**config.mk**
```make
export PLATFORM = sky130hd
export DESIGN_NAME = jam_cost_table
export DESIGN_NICKNAME = d
export VERILOG_FILES = /design/src/rtl/jam_cost_table.sv
export SDC_FILE = /design/constraint.sdc
export NUM_CORES = 1
export LEC_CHECK = 0
export CAP_MARGIN = 25
export CORE_MARGIN = 10
export CORE_UTILIZATION = 40
export CTS_BUF_LIST = sky130_fd_sc_hd__clkbuf_4
export CTS_CLUSTER_SIZE = 28
export DETAILED_ROUTE_END_ITERATION = 10
export PLACE_DENSITY = 0.57
export SETUP_SLACK_MARGIN = 0.05
export SLEW_MARGIN = 10
export SYNTH_ARGS = -nofsm -noshare
export SYNTH_HDL_FRONTEND = slang
export SYNTH_SLANG_ARGS = --single-unit
```
**constraint.sdc**
```tcl
create_clock -name CLK -period 1.99 [get_ports CLK]
set_input_delay 0.597 -clock CLK [delete_from_list [all_inputs] [get_ports CLK]]
set_output_delay 0.597 -clock CLK [all_outputs]
set_load 0.03 [all_outputs]
```
**src/rtl/jam_cost_table.sv**
```systemverilog
// Cost-matrix store for the JAM search engine: streaming row-major load, then 1-cycle lookups.
// Optional JAM_COST_LB_EN adds lb_cost, the sum of per-column minima, for engine pruning.
module jam_cost_table #(
  parameter int unsigned N      = 8,
  parameter int unsigned IDX_W  = 3,
  parameter int unsigned COST_W = 7
) (
  input  logic              CLK,
  input  logic              RST,
  input  logic              ld_valid,
  input  logic [COST_W-1:0] ld_data,
  input  logic              ld_last,
  output logic              ld_ready,
  input  logic              reload,
  output logic              table_ready,
  output logic              load_err,
  input  logic [IDX_W-1:0]  W,
  input  logic [IDX_W-1:0]  J,
  output logic [COST_W-1:0] Cost,
  output logic [15:0]       rd_cnt
`ifdef JAM_COST_LB_EN
  ,
  output logic [$clog2(N*(2**COST_W-1)+1)-1:0] lb_cost
`endif
);

  localparam int unsigned Entries = N * N;
  localparam int unsigned PtrW    = $clog2(Entries);
  localparam int unsigned IdxW2   = 2 * IDX_W;

  typedef enum logic {StLoad, StServe} state_e;

  state_e              state_q, state_d;
  logic [PtrW-1:0]     wr_ptr_q, wr_ptr_d;
  logic                table_ready_q, table_ready_d;
  logic                load_err_q, load_err_d;
  logic [COST_W-1:0]   cost_q, cost_d;
  logic [15:0]         rd_cnt_q, rd_cnt_d;
  logic [COST_W-1:0]   mem [Entries];

  logic                accept;
  logic                last_beat;
  logic                in_range;
  logic [IdxW2-1:0]    rd_idx;

  assign accept    = ld_valid && ld_ready;
  assign last_beat = (wr_ptr_q == PtrW'(Entries - 1));
  assign rd_idx    = IdxW2'(W) * IdxW2'(N) + IdxW2'(J);
  assign in_range  = (32'(W) < N) && (32'(J) < N);

  always_ff @(posedge CLK or posedge RST) begin
    if (RST) begin
      state_q       <= StLoad;
      wr_ptr_q      <= '0;
      table_ready_q <= 1'b0;
      load_err_q    <= 1'b0;
      cost_q        <= '0;
      rd_cnt_q      <= '0;
    end else begin
      state_q       <= state_d;
      wr_ptr_q      <= wr_ptr_d;
      table_ready_q <= table_ready_d;
      load_err_q    <= load_err_d;
      cost_q        <= cost_d;
      rd_cnt_q      <= rd_cnt_d;
    end
  end

  // Storage has no reset; a complete load always precedes any lookup.
  always_ff @(posedge CLK) begin
    if (accept) mem[wr_ptr_q] <= ld_data;
  end

  always_comb begin
    state_d       = state_q;
    wr_ptr_d      = wr_ptr_q;
    table_ready_d = table_ready_q;
    load_err_d    = load_err_q;
    cost_d        = cost_q;
    rd_cnt_d      = rd_cnt_q;
    if (reload) begin
      state_d       = StLoad;
      wr_ptr_d      = '0;
      table_ready_d = 1'b0;
      load_err_d    = 1'b0;
      cost_d        = '0;
    end else begin
      unique case (state_q)
        StLoad: begin
          cost_d = '0;
          if (accept) begin
            if (last_beat) begin
              state_d       = StServe;
              wr_ptr_d      = '0;
              table_ready_d = 1'b1;
              rd_cnt_d      = '0;
              if (!ld_last) load_err_d = 1'b1;
            end else if (ld_last) begin
              // Early last: restart the stream from entry 0.
              load_err_d = 1'b1;
              wr_ptr_d   = '0;
            end else begin
              wr_ptr_d = wr_ptr_q + 1'b1;
            end
          end
        end
        StServe: begin
          cost_d = in_range ? mem[rd_idx] : '0;
          if (rd_cnt_q != 16'hFFFF) rd_cnt_d = rd_cnt_q + 16'd1;
        end
      endcase
    end
  end

  always_comb begin
    ld_ready = (state_q == StLoad) && !reload;
  end

  assign table_ready = table_ready_q;
  assign load_err    = load_err_q;
  assign Cost        = cost_q;
  assign rd_cnt      = rd_cnt_q;

`ifdef JAM_COST_LB_EN
  localparam int unsigned LbW = $clog2(N*(2**COST_W-1)+1);

  logic [COST_W-1:0] colmin_q [N];
  logic [COST_W-1:0] colmin_d [N];
  logic [COST_W-1:0] colmin_upd [N];
  logic [LbW-1:0]    lb_q, lb_d, lb_sum;
  logic [IDX_W-1:0]  col_sel;
  logic              row0;

  always_comb begin
    col_sel = IDX_W'(32'(wr_ptr_q) % N);
    row0    = (32'(wr_ptr_q) < N);
    lb_sum  = '0;
    for (int j = 0; j < int'(N); j++) begin
      colmin_upd[j] = colmin_q[j];
      if (accept && (col_sel == IDX_W'(j)) && (row0 || (ld_data < colmin_q[j]))) begin
        colmin_upd[j] = ld_data;
      end
      lb_sum = lb_sum + LbW'(colmin_upd[j]);
    end
    colmin_d = colmin_q;
    lb_d     = lb_q;
    if (reload) begin
      colmin_d = '{default: '0};
      lb_d     = '0;
    end else if (accept) begin
      if (last_beat) begin
        colmin_d = colmin_upd;
        lb_d     = lb_sum;
      end else if (ld_last) begin
        colmin_d = '{default: '0};
      end else begin
        colmin_d = colmin_upd;
      end
    end
  end

  always_ff @(posedge CLK or posedge RST) begin
    if (RST) begin
      colmin_q <= '{default: '0};
      lb_q     <= '0;
    end else begin
      colmin_q <= colmin_d;
      lb_q     <= lb_d;
    end
  end

  assign lb_cost = lb_q;
`endif

endmodule

```
== Word level (Yosys, flattened, before mapping) ==
Memories as Yosys holds them, arrays and structs flattened.
Index checks and enable logic that the tools add are counted.

* Register bits: 32
* Latch bits: 0
* Bits in writable memories: 448
* ROM bits: 0
* Input bits: 18
* Output and inout bits: 26
* Word-level logic and storage cells: 56
* Memories kept: 1

* $add $sub $neg: 3
* Multiply operators: 0
* Div/mod/pow operators: 0
* $lt $le $gt $ge: 0
* Equal/unequal tests: 7
* Shift operators: 0
* Multiplexer cells: 27
* Bitwise logic cells: 2
* Reduce and logical (&&, ||, !) cells: 10

{| class="wikitable"
|+ Memory list
! name !! depth !! bits a word !! read ports !! clocked after memory_dff !! wr ports !! RTL line !! text
|-
| mem || 64 || 7 || 1 || 0 || 1 || 39 || <nowiki>logic [COST_W-1:0] mem [Entries];</nowiki>
|}

{| class="wikitable"
|+ Operator list
! kind !! count
|-
| $mux W16 || 3
|-
| $pmux W16 S2 || 1
|-
| $mux W6 || 5
|-
| $add A16 B1 Y16 const B || 1
|-
| $mux W1 || 16
|-
| $ne A16 B16 Y1 const B || 1
|-
| $pmux W7 S2 || 1
|-
| $reduce_and A4 Y1 || 2
|-
| $mux W7 || 1
|-
| $add A6 B1 Y6 const B || 1
|-
| $add A6 B3 Y6 || 1
|-
| $eq A6 B6 Y1 const B || 1
|-
| $ne A2 B2 Y1 const B || 3
|-
| $reduce_bool A2 Y1 || 2
|-
| $ne A3 B3 Y1 const B || 1
|-
| $reduce_and A3 Y1 || 1
|-
| $reduce_bool A3 Y1 || 1
|-
| $logic_and A1 B1 Y1 || 2
|-
| $ne A2 B1 Y1 const B || 1
|-
| $not A1 Y1 || 2
|-
| $reduce_and A2 Y1 || 1
|-
| $logic_not A1 Y1 || 1
|}

== Logic depth before layout (Yosys ltp) ==
* Depth after elaboration: 6
* Mapped depth: 9
* Gate-level depth less buffers: 6

== Worst setup path before layout ==
OpenSTA, ideal clock, no wires.

* Kind: input -> register
* Start point: in reload
* End point: mem mem[14][0] (enable)
* Setup time: 0.360 ns
* Data arrival time: 2.045 ns
* Required time: 1.630 ns
* Path slack: -0.415 ns
* Stages: 5
* Buffers on the path: 0
* Cell sequence: nor2_1 nand2_1 nor2_1 nand3_1 nor2_1

* Longest elaborated chain between the ends: 5

{| class="wikitable"
|+ RTL lines
! what !! RTL line !! text
|-
| from (decl) || 14 || <nowiki>input logic reload,</nowiki>
|-
| $logic_not A1 Y1 || 116 || <nowiki>ld_ready = (state_q == StLoad) && !reload;</nowiki>
|-
| $logic_and A1 B1 Y1 || 116 ||
|-
| $logic_and A1 B1 Y1 || 46 || <nowiki>assign accept = ld_valid && ld_ready;</nowiki>
|-
| $mux W1 || 71 || <nowiki>if (accept) mem[wr_ptr_q] <= ld_data;</nowiki>
|-
| $mux W1 (not written as such) || 71 ||
|-
| to (decl) || 39 ||
|}

Every way passes these cells.

== Worst setup path in the final report ==
* Start point: reg state_q
* End point: out ld_ready

* Longest elaborated chain between the ends: 2

{| class="wikitable"
|+ RTL lines
! what !! RTL line !! text
|-
| from (decl) || 33 || <nowiki>state_e state_q, state_d;</nowiki>
|-
| from (signal assigned) || 53 || <nowiki>state_q <= StLoad;</nowiki>
|-
| from (signal assigned) || 60 || <nowiki>state_q <= state_d;</nowiki>
|-
| $not A1 Y1 || n/a ||
|-
| $logic_and A1 B1 Y1 || 116 ||
|-
| to (decl) || 13 || <nowiki>output logic ld_ready,</nowiki>
|}

Every way passes these cells.

==> metrics.yaml <==
rows: 79
synth-edff-count: 448
grt_antenna_before_repair: 1
synthTopCellsByCount: "448 x edfxtp_1, 112 x mux4_2, 86 x nor2_1"
outcome: "complete, but fails checks"
startpoint_type: "flop"
critPathMostFrequentCell: "buf_6"
cp_max_fo: 2
cts_tree: "yes"
grt_pass1_wl_um: 70300
hold_path.class: "in -> reg"
final_nets: 1367
slowest_delay_ns: 0.39
hpwlAfterDp_um: 29700
tightest_slew_ns: 0.719
comb_power_share: 0.064
cts_buffers: 121
synth-seq-cells: 480
worstReg2RegEnd: "rd_cnt[8]$_DFFE_PP0P_"
synthArstFlopShare: 0.0667
port_buffers: 43
arrival_ns: 1.67
finClkSkew_ns: 0.0412
synth_nets: 1013
synthTopCellsByArea: "edfxtp_1 71%, mux4_2 13%, dfrtp_1 4.2%"
fin_total_pwr_mw: 20.9
synth_cell_type_count: 50
power_frac_clock: 0.405
setup_viol: 21
die_y_um: 238
grt_pass1_vias: 11400
max_freq_ghz: 0.441
crit_slowest_cell: "dfrtp_1"
cellInternalPower_mw: 16.1
power_density_nw_per_um2: 842
seq_power_share: 0.531
io_pins: 44
whs_ns: 0.0955
ant_nets: 0
via_per_inst: 5.30
crit_type: "reg -> out"
die_area_um2: 56800
grt_usage: 0.165
ys.flop_type: "edfxtp_1"
start_util: 0.407
finalWorstSetupSlack_ns: -0.280
yosysMostFrequentCell: "edfxtp_1"
synth_top_area_cell: "edfxtp_1"
ys_warn_count: 0
crit_start: "state_q$_DFF_PP0_"
reg2reg_from: "state_q$_DFF_PP0_"
power.leakage_nw: 8.54
coreArea_um2: 46900
place_congestion: 0.803
synthCells: 993
path_cells: "buf_6 -> nor2_4 -> buf_6 -> buf_6"
worstSetupEndpointType: "primary output"
p_sw_frac: 0.226
cts.sinks: 480
clockRootBuffer: "clkbuf_4"
layout_min_cycle_time_ns: 2.27
wl_per_cell_um: 22.7
grt_overflow: 0
slew_viol_final: 0
num-fill-cells: 3809
ff2ff_setup_slack_ns: -0.09
grt_setup_unrepaired: "true"
cap_violations: 0
p_switching_mw: 4.71
via_count: 10900
required_ns: 1.39
grt_max_degree: 65
clockBufferDepth: 3
avgSynthCellArea_um2: 19.2
yosysSeqAreaShare: 0.748
reg2reg_depth: 7
yosysTopAreaCellShare: 0.706
drc_errors: 0
dr.pass1.iters: 5
clk_latency_ns: 0.85
fin_crit_sh: 1.14
drt-total-wl_um: 46800
die_w_um: 238
h-tree-depth: 3
ir_worst_vdd_mv: 0.453
clk_pin_slew_ns: 0.06
slew_headroom: 0.520
drive_gt1_frac: 0.477
syn_area_um2: 19100
crit_buf_inv: 3
cp.depth: 4
crit_end: "ld_ready"
violations: "negative setup slack"
area_growth_pct: 30.0
hold_viol_final: 0
first_iter_violations: 939
crit_family: "flip-flops"
sequential cells by signal (all words and copies together) (netlist names):
register	flops
load_err	1
Cost	7
wr_ptr_q	6
mem	448
table_ready	1
state_q	1
rd_cnt	16
layout make-up:
cell class	instances	area (µm²)	area share
tap	607	759	0.0307
clock inverter	52	287	0.0116
sequential	480	14300	0.576
timing repair buffer	283	2990	0.121
antenna	1	2.50	0.000101
inverter	10	37.5	0.00152
clock buffer	176	1320	0.0533
multi-input combinational	451	5110	0.206
power by group through the flow:
stage / registers [mW] / clock network [mW] / logic [mW]
after floorplan: 11.3 / 0 / 0.581
after global placement: 11.3 / 0 / 1.26
after detailed placement: 11.3 / 0 / 1.28
after CTS: 11.1 / 8.73 / 1.33
after global routing: 11.1 / 9.24 / 1.43
final: 11.1 / 8.44 / 1.34
layout by cell type, fill, tap and decap left out, drive strengths merged, types with 4 or more instances in the layout:
cell	synthesis	layout
or3	8	8
dfrtp	32	32
buf	32	276
nand4	11	11
edfxtp	448	448
o21ai	20	20
nand2	51	51
o22ai	5	5
nor4	5	5
clkinv	0	46
nand2b	5	5
clkdlybuf4s50	0	7
mux2i	41	41
clkbuf	21	176
nor2b	7	7
nor3	7	7
mux4	112	112
a21oi	16	16
or4	3	4
a22oi	9	9
nand3	15	15
nor2	86	86
inv	10	13
or2	4	4
per-layer routing:
metal	track usage	wire length (µm)	share of wire
met1	0.223	20200	0.43
met2	0.261	22600	0.48
met3	0.0395	3150	0.067
met4	0.0536	794	0.017
met5	0	0	0
stage by stage:
| stage | cell area [µm²] | TNS (ns) | utilization | instances | worst slack [ns] |
|---|---|---|---|---|---|
| after floorplan | 19600 | -13.15 | - | 993 | -0.145 |
| after global placement | 22600 | -199.59 | 0.482 | 1797 | -0.697 |
| after detailed placement | 22600 | -208.97 | 0.482 | 1797 | -0.790 |
| after CTS | 24500 | -3.56 | 0.523 | 2048 | -0.398 |
| after global routing | 24800 | -4.32 | 0.529 | 2060 | -0.401 |
| final | 24800 | -1.75 | 0.529 | 2060 | -0.280 |
worst min-delay path by stage:
stage / start / to / slack [ns] / depth (start not counted)
global route: ld_data[2] / mem[3][2]$_DFFE_PP_ / 0.03 / 1
detailed placement: load_err$_DFFE_PP0P_ / load_err$_DFFE_PP0P_ / 0.50 / 2
floorplan: wr_ptr_q[0]$_DFFE_PP0P_ / wr_ptr_q[0]$_DFFE_PP0P_ / 0.54 / 1
global placement: load_err$_DFFE_PP0P_ / load_err$_DFFE_PP0P_ / 0.49 / 2
CTS: ld_data[2] / mem[3][2]$_DFFE_PP_ / 0.04 / 1
finish: ld_data[2] / mem[3][2]$_DFFE_PP_ / 0.1 / 1
repair_timing:
action                     CTS  global route
hold endpoints to repair     0             0
hold buffers                 0             0
gates resized for setup    208            32
pin swaps                   15            17
setup buffers               22            10
gates cloned                 1             1
setup endpoints to repair   38           439
logic make-up after synthesis:
family / Yosys count / synth area share
compound gates: 75 / 0.0261
flops: 480 / 0.748
fa+ha+maj: 2 / 0.00131
mux: 153 / 0.154
xor+xnor: 2 / 0.000919
simple gates: 218 / 0.0542
buf+inv: 63 / 0.0156
No activity file was read; power rests on OpenSTA's default activity.
